$ cat config.mk
export PLATFORM = sky130hd
export DESIGN_NAME = gbe_rx_app_ctrl_flat
export DESIGN_NICKNAME = d
export VERILOG_FILES = /design/src/rtl/gbe_rx_app_ctrl_if.sv /design/src/rtl/gbe_rx_app_ctrl.sv /design/src/flat_wrapper.sv
export SDC_FILE = /design/constraint.sdc
export NUM_CORES = 1
export LEC_CHECK = 0
export BUFFER_PORTS_ARGS = -buffer_cell sky130_fd_sc_hd__buf_2
export CAP_MARGIN = 20
export CORE_ASPECT_RATIO = 0.6
export CORE_UTILIZATION = 57
export DETAILED_ROUTE_END_ITERATION = 10
export PLACE_DENSITY = 0.89
export SYNTH_ARGS = -nofsm -noshare
export SYNTH_HDL_FRONTEND = slang
export SYNTH_SLANG_ARGS = --single-unit
$ cat constraint.sdc
create_clock -name app_clk -period 3.7 [get_ports app_clk]
set_input_delay 0.185 -clock app_clk [delete_from_list [all_inputs] [get_ports app_clk]]
set_output_delay 0.185 -clock app_clk [all_outputs]
set_load 0.05 [all_outputs]
$ cat src/rtl/gbe_rx_app_ctrl_if.sv
// GbE receive application controller
// Consumer-side byte stream with frame source address.
interface gbe_rx_app_ctrl_if;
  logic [7:0]  out_data;
  logic        out_valid;
  logic        out_last;
  logic        out_ready;
  logic [31:0] out_srcip;
  logic [15:0] out_srcport;

  modport master (
    output out_data,
    output out_valid,
    output out_last,
    output out_srcip,
    output out_srcport,
    input  out_ready
  );

  modport slave (
    input  out_data,
    input  out_valid,
    input  out_last,
    input  out_srcip,
    input  out_srcport,
    output out_ready
  );
endinterface

$ cat src/rtl/gbe_rx_app_ctrl.sv
// GbE receive application controller
// Forwards, truncates or drops FIFO frames; recovers from overrun.
module gbe_rx_app_ctrl #(
  parameter logic [10:0] MAX_LEN    = 11'd1472,
  parameter int unsigned RST_CYCLES = 4
) (
  input  logic        app_clk,
  input  logic        app_rst_n,
  input  logic        enable,
  input  logic [7:0]  rx_data,
  input  logic        rx_dvld,
  input  logic        rx_eof,
  input  logic        rx_badframe,
  input  logic [31:0] rx_srcip,
  input  logic [15:0] rx_srcport,
  input  logic        rx_overrun,
  output logic        rx_ack,
  output logic        rx_rst,
  gbe_rx_app_ctrl_if.master out_if,
  output logic        frm_done,
  output logic [10:0] frm_len,
  output logic [1:0]  frm_err,
  input  logic        cnt_clr,
  output logic [31:0] frame_cnt,
  output logic [15:0] drop_cnt,
  output logic [15:0] ovr_cnt
);

  typedef enum logic [1:0] {
    IDLE, PASS, FLUSH, RECOVER
  } state_t;

  localparam logic [10:0] LAST_IDX = MAX_LEN - 11'd1;
  localparam logic [3:0]  RST_LOAD = 4'(RST_CYCLES - 1);

  state_t      state_q, state_d;
  logic [10:0] byte_cnt;
  logic        trunc_q;
  logic [3:0]  rst_cnt;
  logic [31:0] srcip_q;
  logic [15:0] srcport_q;
  logic        ack, vld, lst;
  logic        at_last, accept, frm_end;
  logic        ev_start, ev_drop, ev_rec;
  logic        ev_eof, ev_trunc, ev_fl_eof, ev_abort;

  assign at_last = (byte_cnt == LAST_IDX);
  assign accept  = ack && (state_q == PASS);
  assign frm_end = ev_eof || (ev_fl_eof && trunc_q);

  assign rx_ack              = ack;
  assign out_if.out_valid    = vld;
  assign out_if.out_last     = lst;
  assign out_if.out_data     = (state_q == PASS) ? rx_data : 8'd0;
  assign out_if.out_srcip    = srcip_q;
  assign out_if.out_srcport  = srcport_q;

  // State register
  always_ff @(posedge app_clk or negedge app_rst_n) begin
    if (!app_rst_n) state_q <= IDLE;
    else            state_q <= state_d;
  end

  // Next state, handshake outputs and frame events
  always_comb begin
    state_d   = state_q;
    ack       = 1'b0;
    vld       = 1'b0;
    lst       = 1'b0;
    ev_start  = 1'b0;
    ev_drop   = 1'b0;
    ev_rec    = 1'b0;
    ev_eof    = 1'b0;
    ev_trunc  = 1'b0;
    ev_fl_eof = 1'b0;
    ev_abort  = 1'b0;
    case (state_q)
      IDLE: begin
        if (rx_overrun) begin
          state_d = RECOVER;
          ev_rec  = 1'b1;
        end else if (rx_dvld && enable) begin
          state_d  = PASS;
          ev_start = 1'b1;
        end else if (rx_dvld) begin
          state_d = FLUSH;
          ev_drop = 1'b1;
        end
      end
      PASS: begin
        if (rx_overrun) begin
          state_d  = RECOVER;
          ev_rec   = 1'b1;
          ev_abort = 1'b1;
        end else begin
          vld = rx_dvld;
          ack = rx_dvld && out_if.out_ready;
          lst = rx_dvld && (rx_eof || at_last);
          if (ack && rx_eof) begin
            state_d = IDLE;
            ev_eof  = 1'b1;
          end else if (ack && at_last) begin
            state_d  = FLUSH;
            ev_trunc = 1'b1;
          end
        end
      end
      FLUSH: begin
        if (rx_overrun) begin
          state_d = RECOVER;
          ev_rec  = 1'b1;
        end else begin
          ack = rx_dvld;
          if (rx_dvld && rx_eof) begin
            state_d   = IDLE;
            ev_fl_eof = 1'b1;
          end
        end
      end
      RECOVER: begin
        if (rst_cnt == 4'd0 && !rx_overrun) state_d = IDLE;
      end
      default: state_d = IDLE;
    endcase
  end

  // Byte count, source address latch and frame status
  always_ff @(posedge app_clk or negedge app_rst_n) begin
    if (!app_rst_n) begin
      byte_cnt  <= 11'd0;
      trunc_q   <= 1'b0;
      srcip_q   <= 32'd0;
      srcport_q <= 16'd0;
      frm_done  <= 1'b0;
      frm_len   <= 11'd0;
      frm_err   <= 2'b00;
    end else begin
      frm_done <= 1'b0;
      if (ev_start) begin
        byte_cnt  <= 11'd0;
        srcip_q   <= rx_srcip;
        srcport_q <= rx_srcport;
      end else if (accept) begin
        byte_cnt <= byte_cnt + 11'd1;
      end
      if (ev_trunc)                trunc_q <= 1'b1;
      else if (state_q != FLUSH)   trunc_q <= 1'b0;
      if (ev_eof) begin
        frm_done <= 1'b1;
        frm_len  <= byte_cnt + 11'd1;
        frm_err  <= rx_badframe ? 2'b10 : 2'b00;
      end else if (ev_fl_eof && trunc_q) begin
        frm_done <= 1'b1;
        frm_len  <= MAX_LEN;
        frm_err  <= 2'b01;
      end else if (ev_abort) begin
        frm_done <= 1'b1;
        frm_len  <= byte_cnt;
        frm_err  <= 2'b11;
      end
    end
  end

  // Receive-path reset pulse, counted from RECOVER entry
  always_ff @(posedge app_clk or negedge app_rst_n) begin
    if (!app_rst_n) begin
      rx_rst  <= 1'b0;
      rst_cnt <= 4'd0;
    end else if (ev_rec) begin
      rx_rst  <= 1'b1;
      rst_cnt <= RST_LOAD;
    end else if (state_q == RECOVER) begin
      if (rst_cnt != 4'd0) rst_cnt <= rst_cnt - 4'd1;
      else                 rx_rst  <= 1'b0;
    end
  end

  // Saturating statistics, clear wins over increment
  always_ff @(posedge app_clk or negedge app_rst_n) begin
    if (!app_rst_n) begin
      frame_cnt <= 32'd0;
      drop_cnt  <= 16'd0;
      ovr_cnt   <= 16'd0;
    end else if (cnt_clr) begin
      frame_cnt <= 32'd0;
      drop_cnt  <= 16'd0;
      ovr_cnt   <= 16'd0;
    end else begin
      if (frm_end && frame_cnt != '1) frame_cnt <= frame_cnt + 32'd1;
      if (ev_drop && drop_cnt != '1)  drop_cnt  <= drop_cnt + 16'd1;
      if (ev_rec && ovr_cnt != '1)    ovr_cnt   <= ovr_cnt + 16'd1;
    end
  end

endmodule
$ cat src/flat_wrapper.sv
// flat-port wrapper written by rule: the top's interface ports become plain ports
module gbe_rx_app_ctrl_flat 
#(
  parameter logic [10:0] MAX_LEN    = 11'd1472,
  parameter int unsigned RST_CYCLES = 4
)
  (app_clk, app_rst_n, enable, rx_data, rx_dvld, rx_eof, rx_badframe, rx_srcip, rx_srcport, rx_overrun, rx_ack, rx_rst, frm_done, frm_len, frm_err, cnt_clr, frame_cnt, drop_cnt, ovr_cnt, out_if_out_data, out_if_out_valid, out_if_out_last, out_if_out_srcip, out_if_out_srcport, out_if_out_ready);
  gbe_rx_app_ctrl_if out_if_i ();
  input  logic app_clk;
  input  logic app_rst_n;
  input  logic enable;
  input  logic [7:0] rx_data;
  input  logic rx_dvld;
  input  logic rx_eof;
  input  logic rx_badframe;
  input  logic [31:0] rx_srcip;
  input  logic [15:0] rx_srcport;
  input  logic rx_overrun;
  output logic rx_ack;
  output logic rx_rst;
  output logic frm_done;
  output logic [10:0] frm_len;
  output logic [1:0] frm_err;
  input  logic cnt_clr;
  output logic [31:0] frame_cnt;
  output logic [15:0] drop_cnt;
  output logic [15:0] ovr_cnt;
  output wire logic [$bits(out_if_i.out_data)-1:0] out_if_out_data;
  output wire logic [$bits(out_if_i.out_valid)-1:0] out_if_out_valid;
  output wire logic [$bits(out_if_i.out_last)-1:0] out_if_out_last;
  output wire logic [$bits(out_if_i.out_srcip)-1:0] out_if_out_srcip;
  output wire logic [$bits(out_if_i.out_srcport)-1:0] out_if_out_srcport;
  input wire logic [$bits(out_if_i.out_ready)-1:0] out_if_out_ready;
  assign out_if_out_data = out_if_i.out_data;
  assign out_if_out_valid = out_if_i.out_valid;
  assign out_if_out_last = out_if_i.out_last;
  assign out_if_out_srcip = out_if_i.out_srcip;
  assign out_if_out_srcport = out_if_i.out_srcport;
  assign out_if_i.out_ready = out_if_out_ready;
  gbe_rx_app_ctrl #(.MAX_LEN(MAX_LEN), .RST_CYCLES(RST_CYCLES)) u_core (.app_clk(app_clk), .app_rst_n(app_rst_n), .enable(enable), .rx_data(rx_data), .rx_dvld(rx_dvld), .rx_eof(rx_eof), .rx_badframe(rx_badframe), .rx_srcip(rx_srcip), .rx_srcport(rx_srcport), .rx_overrun(rx_overrun), .rx_ack(rx_ack), .rx_rst(rx_rst), .out_if(out_if_i), .frm_done(frm_done), .frm_len(frm_len), .frm_err(frm_err), .cnt_clr(cnt_clr), .frame_cnt(frame_cnt), .drop_cnt(drop_cnt), .ovr_cnt(ovr_cnt));
endmodule
==> results of run 1 <==
-- report_power, final --
part           internal, uW  switching (uW)  leakage, uW
clock network          1110             703     0.000297
registers              1930             200      0.00190
logic                   628            1730      0.00206
-- registers in the layout (all words and copies together) (netlist names), 2 cells and up --
| signal | count |
|---|---|
| u_core.frm_err | 2 |
| u_core.rst_cnt | 4 |
| u_core.frm_len | 11 |
| u_core.ovr_cnt | 16 |
| u_core.byte_cnt | 11 |
| u_core.frame_cnt | 32 |
| u_core.out_if.out_srcport | 16 |
| u_core.out_if.out_srcip | 32 |
| u_core.drop_cnt | 16 |
| u_core.state_q | 2 |
-- final cells by class --
class                   instances  area (sq um)
multi-input cells             510          3471
diodes                          1         2.502
clock inverters                13         173.9
clock buffers                  19         452.9
inverters                      10         37.54
fillers                       843          3090
repair buffers                224          1232
well taps                     165         206.4
flip-flops and latches        145          3628
-- worst max-delay path, stage by stage (launching register included) --
cell                      delay [ns]
sky130_fd_sc_hd__dfrtp_1        0.39
sky130_fd_sc_hd__inv_1          0.12
sky130_fd_sc_hd__ha_1           0.54
sky130_fd_sc_hd__a22oi_1        0.20
sky130_fd_sc_hd__or2_0          0.42
sky130_fd_sc_hd__a31oi_1        0.54
sky130_fd_sc_hd__nand4_1        0.18
sky130_fd_sc_hd__mux2_2         0.29
-- layer usage --
metal | track usage | up-vias | share of wire
met5 | 0 | - | 0
met1 | 0.3992 | 3155 | 0.43
met4 | 0.09708 | 0 | 0.020
met3 | 0.06599 | 34 | 0.077
li1 | - | 2982 | -
met2 | 0.4476 | 312 | 0.47
-- logic make-up (layout without fill, tap and decap cells) --
kind of cell / count (synthesis) / after routing / synth area share
other: 0 / 1 / 0
DFF: 145 / 145 / 0.4962
buffers and inverters: 46 / 266 / 0.02926
adders and majority gates: 11 / 11 / 0.01882
xor gates and xnor gates: 30 / 30 / 0.03593
muxes: 58 / 58 / 0.08898
and+or+nand+nor: 281 / 281 / 0.2084
AOI/OAI and AO/OA: 130 / 130 / 0.1223
-- path summary, 6_finish.rpt --
| kind | slack [ns] | depth (start not counted) | end |
|---|---|---|---|
| max in group asynchronous | 2.34 | 3 | u_core.drop_cnt[10]$_DFFE_PN0P_ |
| worst min-delay path | 0.005 | 2 | u_core.out_if.out_srcip[31]$_DFFE_PN0P_ |
| min in group asynchronous | 0.44 | 2 | u_core.frm_len[2]$_DFFE_PN0P_ |
| worst max-delay path | 0.90 | 7 | u_core.frame_cnt[3]$_DFFE_PN0P_ |
| worst min register to register | 0.49 | 2 | u_core.trunc_q$_DFFE_PN0P_ |
| worst max register to register | 0.90 | 7 | u_core.frame_cnt[3]$_DFFE_PN0P_ |
-- stage by stage --
stage	util	instance area, sq um	cells	hold slack, ns
2_1_floorplan	-	7312	701	-0.1106
3_3_place_gp	0.6836	8406	1038	0.3310
3_5_place_dp	0.6836	8406	1038	0.3348
4_1_cts	0.7460	9173	1084	0.001483
5_1_grt	0.7487	9205	1087	0.006764
6_report	0.7487	9205	1087	0.004904
-- synth_stat cells (7+ instances only) --
library cell,instances
sky130_fd_sc_hd__nor3_1,15
sky130_fd_sc_hd__nor4_1,8
sky130_fd_sc_hd__and4_1,7
sky130_fd_sc_hd__nand3_1,26
sky130_fd_sc_hd__a211oi_1,7
sky130_fd_sc_hd__a21oi_1,36
sky130_fd_sc_hd__o31ai_1,11
sky130_fd_sc_hd__xor2_1,7
sky130_fd_sc_hd__nand2_1,46
sky130_fd_sc_hd__ha_1,11
sky130_fd_sc_hd__or3_1,20
sky130_fd_sc_hd__inv_1,10
sky130_fd_sc_hd__o21ai_0,27
sky130_fd_sc_hd__a21oi_2,10
sky130_fd_sc_hd__nor2_1,61
sky130_fd_sc_hd__dfrtp_1,145
sky130_fd_sc_hd__mux2_2,52
sky130_fd_sc_hd__and3_1,9
sky130_fd_sc_hd__nand4_1,30
sky130_fd_sc_hd__clkbuf_1,27
sky130_fd_sc_hd__or4_1,12
sky130_fd_sc_hd__nor2b_1,10
sky130_fd_sc_hd__and2_1,17
sky130_fd_sc_hd__xnor2_1,23
==> results.txt, run 1 <==
----------------------------------------------------
[Placed design]
  Detailed-placement wirelength estimate ... 12600 microns
  Setup Slack @ Placement ... about 0.93 ns
  Number of buffers inserted by port buffering ... 202
  RD Place Congestion ... 0.8753

[Power]
  Worst IR Drop VDD ... between 0.7 and 0.8 mV
  Overall power of the completed layout ... 6298 uW
  Cell Pwr Density ... between 600 and 700 nW/um^2
  Leak Pwr ... 0.004261 uW

[Global route]
  Final global-route overflow total ... 0
  Vias in the first global route ... 6250
  Number of antenna violations at the first check in global routing ... 1
  Maximum number of pins on one net before global-route repair ... 95
  Global-route wire length before repair ... ~31000 microns
  Global router's overall resource usage ... 0.2884

[Critical path]
  Startpoint types ... flop
  Setup crit end kind ... flop
  Crit path from ... u_core.state_q[1]$_DFFE_PN0P_
  RR Startpoint ... u_core.state_q[1]$_DFFE_PN0P_
  Peak fanout along the critical path ... 19
  Crit path required time ... between 3 and 4 ns
  Category of the most critical setup path ... flop to flop
  Crit path arrival time ... 3.09 ns

[Yosys]
  Total of flip-flops plus latches after synthesis ... 145
  Number of enable flip-flop cells after synthesis ... 0
  Number of warning messages in the yosys log ... 0
  Count of mapped cells out of synthesis ... 701
  Area share of the largest cell type after synthesis ... 0.4962
  Mean instance size in the synthesized netlist ... 10.43 sq um
  Yosys top cell by area ... sky130_fd_sc_hd__dfrtp_1
  Count of different cell masters after synthesis ... 64
  Total nets after synthesis ... just under 800
  Combined area of all synthesized cells ... 7312 sq um
  Part of the Yosys area used for sequential elements ... 0.4962
  Proportion of synthesized flip-flops having asynchronous set or reset ... 1.000
  Top post-synthesis cells by area ... sky130_fd_sc_hd__dfrtp_1 (50%), sky130_fd_sc_hd__mux2_2 (8.0%), sky130_fd_sc_hd__nor2_1 (3.1%)
  Most common flop cell mapped by yosys ... sky130_fd_sc_hd__dfrtp_1

[Hold path]
  Worst hold path startpoint ... rx_srcip[31]
  Class of the tightest hold or removal check ... primary input to flop

[Clock tree]
  Clock transition at the register clock pins on the worst setup and hold paths after CTS ... 0.07 ns
  CTS tree ... yes
  Number of CTS-inserted buffers ... 17
  Count of instances resized after the clock tree is built ... 0
  Worst-skew pair later-pin latency ... 0.41 ns
  Number of H-tree branching levels ... 4
  Root buffer selected by CTS ... sky130_fd_sc_hd__clkbuf_16
  Number of clock sinks ... 145
  Setup fix buffers added after clock tree synthesis ... 0
  Clock tree buffer depth ... 2
  Hold buffers post-CTS ... 14

[Status]
  Outcome ... finished clean

[STA]
  Final Critical Period ... 2.796 ns
  Number of setup violations in the final report ... 0
  Min setup slack post-route ... 0.9038 ns
  Setup TNS ... 0 ns
  Unrepaired setup endpoints after global routing ... no
  Worst slew slack as a fraction of its limit ... 0.4291
  Actual transition at the worst max-transition pin ... approximately 0.85 ns
  Achievable clock frequency ... 357.6 MHz
  Final hold violation count ... 0
  Max Transition Viols Final ... 0
  Final clock period utilization by the worst path ... 0.7557
  Worst Clk Skew ... roughly 0.014 ns

[Floorplanning]
  Overall die width ... 148.2 microns
  Effective utilization at floorplan ... 0.5947
  Site row count ... 31
  Area of the core ... 12300 sq um
  Area of the die ... around 13000 sq um
  Height of the chip ... around 90 microns
  I/O pin count ... 203

[Drt]
  Detailed-route wire length per cell ... 17.07 microns
  Count of TritonRoute iterations in the first routing pass ... 5
  DRT Wirelength ... 18560 microns
  Vias/cell ... between 5 and 6
  Total via count after detailed routing ... 6483
  Remaining antenna violation count after routing ... 0
  DRC marker count from the first detailed-route iteration ... 504
  Post-route DRC violation count ... 0

[Run]
  Number of maximum-capacitance violations ... 0

[Final layout]
  Net count of the finished layout ... slightly below 1k
  Share of final-layout standard cells stronger than drive strength 1 ... 0.3507
  Layout area overhead ... 25.89%
  Most frequent standard cell in the layout excluding fill and tap cells ... sky130_fd_sc_hd__buf_2
  Leading cell types in the layout, fill and taps excluded ... sky130_fd_sc_hd__buf_2 (201), sky130_fd_sc_hd__dfrtp_1 (145), sky130_fd_sc_hd__nor2_1 (61)

----------------------------------------------------
Power figures use the tool's default switching activity.
==> run 2, diff against run 1 <==
--- a/config.mk
+++ b/config.mk
@@ -8,9 +8,9 @@
 export BUFFER_PORTS_ARGS = -buffer_cell sky130_fd_sc_hd__buf_2
 export CAP_MARGIN = 20
 export CORE_ASPECT_RATIO = 0.6
-export CORE_UTILIZATION = 57
+export CORE_UTILIZATION = 48
 export DETAILED_ROUTE_END_ITERATION = 10
-export PLACE_DENSITY = 0.89
+export PLACE_DENSITY = 0.8
 export SYNTH_ARGS = -nofsm -noshare
 export SYNTH_HDL_FRONTEND = slang
 export SYNTH_SLANG_ARGS = --single-unit
==> constraint.sdc (replaced) <==
create_clock -name app_clk -period 2.3 [get_ports app_clk]
set_input_delay 0.115 -clock app_clk [delete_from_list [all_inputs] [get_ports app_clk]]
set_output_delay 0.115 -clock app_clk [all_outputs]
set_load 0.05 [all_outputs]
==> results.txt, run 2 (synthesized netlist as in run 1, its figures left out) <==
----------------------------------------------------
[STA]
  Number of setup violations in the final report ... 0 (unchanged)
  Final hold violation count ... 0 (unchanged)
  Actual transition at the worst max-transition pin ... 0.9063 ns (was 0.8486 ns)
  Setup TNS ... 0 ns (unchanged)
  Final clock period utilization by the worst path ... 0.9563 (was 0.7557)
  Worst Clk Skew ... 0.01544 ns (was 0.01352 ns)
  Final hold slack ... 0.06462 ns (was 0.004904 ns)
  Achievable clock frequency ... 454.7 MHz (was 357.6 MHz)
  Min setup slack post-route ... 0.1006 ns (was 0.9038 ns)
  Max Transition Viols Final ... 0 (unchanged)
  Final Critical Period ... 2.199 ns (was 2.796 ns)
  Worst slew slack as a fraction of its limit ... 0.3958 (was 0.4291)

[Final layout]
  Most frequent standard cell in the layout excluding fill and tap cells ... sky130_fd_sc_hd__buf_2 (unchanged)
  Layout Cells excl Fill ... 1200 (was 1087)
  Leading cell types in the layout, fill and taps excluded ... sky130_fd_sc_hd__buf_2 (201), sky130_fd_sc_hd__dfrtp_1 (133), sky130_fd_sc_hd__nor2_1 (61) (was sky130_fd_sc_hd__buf_2 (201), sky130_fd_sc_hd__dfrtp_1 (145), sky130_fd_sc_hd__nor2_1 (61))
  Layout area overhead ... 37.18% (was 25.89%)
  Net count of the finished layout ... 1065 (was 984)
  Post-layout instance area ... 10030 sq um (was 9205 sq um)
  Count of antenna diodes in the layout ... 0 (was 1)
  Share of final-layout standard cells stronger than drive strength 1 ... 0.3882 (was 0.3507)

[Global route]
  Maximum number of pins on one net before global-route repair ... 55 (was 95)
  Number of antenna violations at the first check in global routing ... 0 (was 1)
  Global router's overall resource usage ... 0.2648 (was 0.2884)
  Vias in the first global route ... 6614 (was 6250)
  Global-route wire length before repair ... 33150 microns (was 30720 microns)
  Final global-route overflow total ... 0 (unchanged)

[Floorplanning]
  Overall die width ... 161.3 microns (was 148.2 microns)
  Area of the core ... 14680 sq um (was 12300 sq um)
  Area of the die ... 15750 sq um (was 13300 sq um)
  Height of the chip ... 97.61 microns (was 89.73 microns)
  Site row count ... 34 (was 31)
  I/O pin count ... 203 (unchanged)
  Effective utilization at floorplan ... 0.4982 (was 0.5947)

[Drt]
  Remaining antenna violation count after routing ... 0 (unchanged)
  Vias/cell ... 5.581 (was 5.964)
  Detailed-route wire length per cell ... 16.76 microns (was 17.07 microns)
  DRT Wirelength ... 20110 microns (was 18560 microns)
  DRC marker count from the first detailed-route iteration ... 570 (was 504)
  Total via count after detailed routing ... 6697 (was 6483)
  Post-route DRC violation count ... 0 (unchanged)
  Count of TritonRoute iterations in the first routing pass ... 5 (unchanged)

[Placed design]
  Setup Slack @ Placement ... -0.08088 ns (was 0.9267 ns)
  Dpl cells ... 1112 (was 1038)
  Number of buffers inserted by port buffering ... 202 (unchanged)
  RD Place Congestion ... 0.8821 (was 0.8753)
  Placed instance area ... 8845 sq um (was 8406 sq um)
  Detailed-placement wirelength estimate ... 13770 microns (was 12600 microns)

[Clock tree]
  Clock tree buffer depth ... 2 (unchanged)
  Clock transition at the register clock pins on the worst setup and hold paths after CTS ... 0.06 ns (was 0.07 ns)
  Number of clock sinks ... 145 (unchanged)
  Root buffer selected by CTS ... sky130_fd_sc_hd__clkbuf_16 (unchanged)
  Number of H-tree branching levels ... 4 (unchanged)
  Worst-skew pair later-pin latency ... 0.41 ns (about the same)
  CTS tree ... yes (unchanged)
  Number of CTS-inserted buffers ... 17 (unchanged)

[Critical path]
  Cell family with the largest share of critical-path delay ... simple AND/OR/NAND/NOR gates (was compound AO/OA/AOI/OAI gates)
  Peak fanout along the critical path ... 23 (was 19)
  Setup crit end kind ... flop (unchanged)
  Buffers and inverters on the worst path ... 3 (was 1)
  Cell with the biggest individual delay on the critical path ... sky130_fd_sc_hd__or4_1 (was sky130_fd_sc_hd__ha_1)
  Crit path arrival time ... 2.52 ns (was 3.09 ns)
  Category of the most critical setup path ... flop to flop (unchanged)
  Maximum single-stage delay on the critical path ... 0.48 ns (was 0.54 ns)
  Critical-path cell list ... inv_2 -> ha_2 -> a22oi_2 -> nor3_2 -> o41ai_4 -> buf_4 -> buf_12 -> or4_1 -> a21oi_2 (was inv_1 -> ha_1 -> a22oi_1 -> or2_0 -> a31oi_1 -> nand4_1 -> mux2_2)
  Crit path required time ... 2.62 ns (was 3.99 ns)
  Startpoint types ... flop (unchanged)

[Power]
  Cell Pwr Density ... 1008 nW/um^2 (was 684.2 nW/um^2)
  Worst IR Drop VDD ... 1.027 mV (was 0.7306 mV)
  Leak Pwr ... 0.004641 uW (was 0.004261 uW)

[Hold path]
  Class of the tightest hold or removal check ... primary input to flop (unchanged)

[Run]
  Number of maximum-capacitance violations ... 0 (unchanged)

[Status]
  Outcome ... finished clean (unchanged)

----------------------------------------------------
[run 2: metrics by stage]
stage / power (uW) / utilization
final: 10120 / 0.6835
after floorplan: 6271 / -
after detailed placement: 7298 / 0.6026
after global placement: 7216 / 0.6026
after global routing: 10550 / 0.6835
after CTS: 10120 / 0.6768
[run 2: worst paths after layout]
check | cells past startpoint | slack (ns) | start | end
max | 9 | 0.10 | u_core.state_q[1]$_DFFE_PN0P_ | u_core.frame_cnt[27]$_DFFE_PN0P_
min | 3 | 0.06 | out_if_out_ready | u_core.trunc_q$_DFFE_PN0P_
max reg2reg | 9 | 0.10 | u_core.state_q[1]$_DFFE_PN0P_ | u_core.frame_cnt[27]$_DFFE_PN0P_
min reg2reg | 1 | 0.50 | u_core.out_if.out_srcport[11]$_DFFE_PN0P_ | u_core.out_if.out_srcport[11]$_DFFE_PN0P_
max in group asynchronous | 3 | 1.41 | app_rst_n | u_core.frame_cnt[4]$_DFFE_PN0P_
min in group asynchronous | 2 | 0.23 | app_rst_n | u_core.frame_cnt[18]$_DFFE_PN0P_
[run 2: layout make-up]
class | instances | area [sq um]
multi-input combinational | 510 | 3511
fill | 1139 | 4646
clock buffer | 18 | 439.2
clock inverter | 14 | 143.9
inverter | 10 | 37.54
tap | 198 | 247.7
sequential | 145 | 3643
timing repair buffer | 305 | 2008
[run 2: timing repair]
action	CTS	global route
pin swaps	0	2
endpoints found under the hold margin	100	0
hold buffers	50	0
setup endpoints to repair	8	29
gates resized for setup	1	8
buffers inserted	0	5
gates cloned	0	1
[run 2: per-layer routing]
layer	track usage	share of wire	vias up
met3	0.07085	0.073	22
met5	0	0	-
li1	-	-	3149
met4	0.07837	0.013	0
met1	0.3781	0.46	3259
met2	0.3932	0.45	267
[run 2: where the power goes]
group / switching (uW) / internal [uW]
clock network: 1170 / 1560
logic: 2850 / 1130
registers: 313 / 3100
total: 4330 / 5780
[run 2: worst reg2reg max path, cell delays in order, from the launching register on]
cell and delay, ns:
sky130_fd_sc_hd__dfrtp_1 0.40, sky130_fd_sc_hd__inv_2 0.10, sky130_fd_sc_hd__ha_2 0.20, sky130_fd_sc_hd__a22oi_2 0.08, sky130_fd_sc_hd__nor3_2 0.27, sky130_fd_sc_hd__o41ai_4 0.13
sky130_fd_sc_hd__buf_4 0.18, sky130_fd_sc_hd__buf_12 0.15, sky130_fd_sc_hd__or4_1 0.49, sky130_fd_sc_hd__a21oi_2 0.14
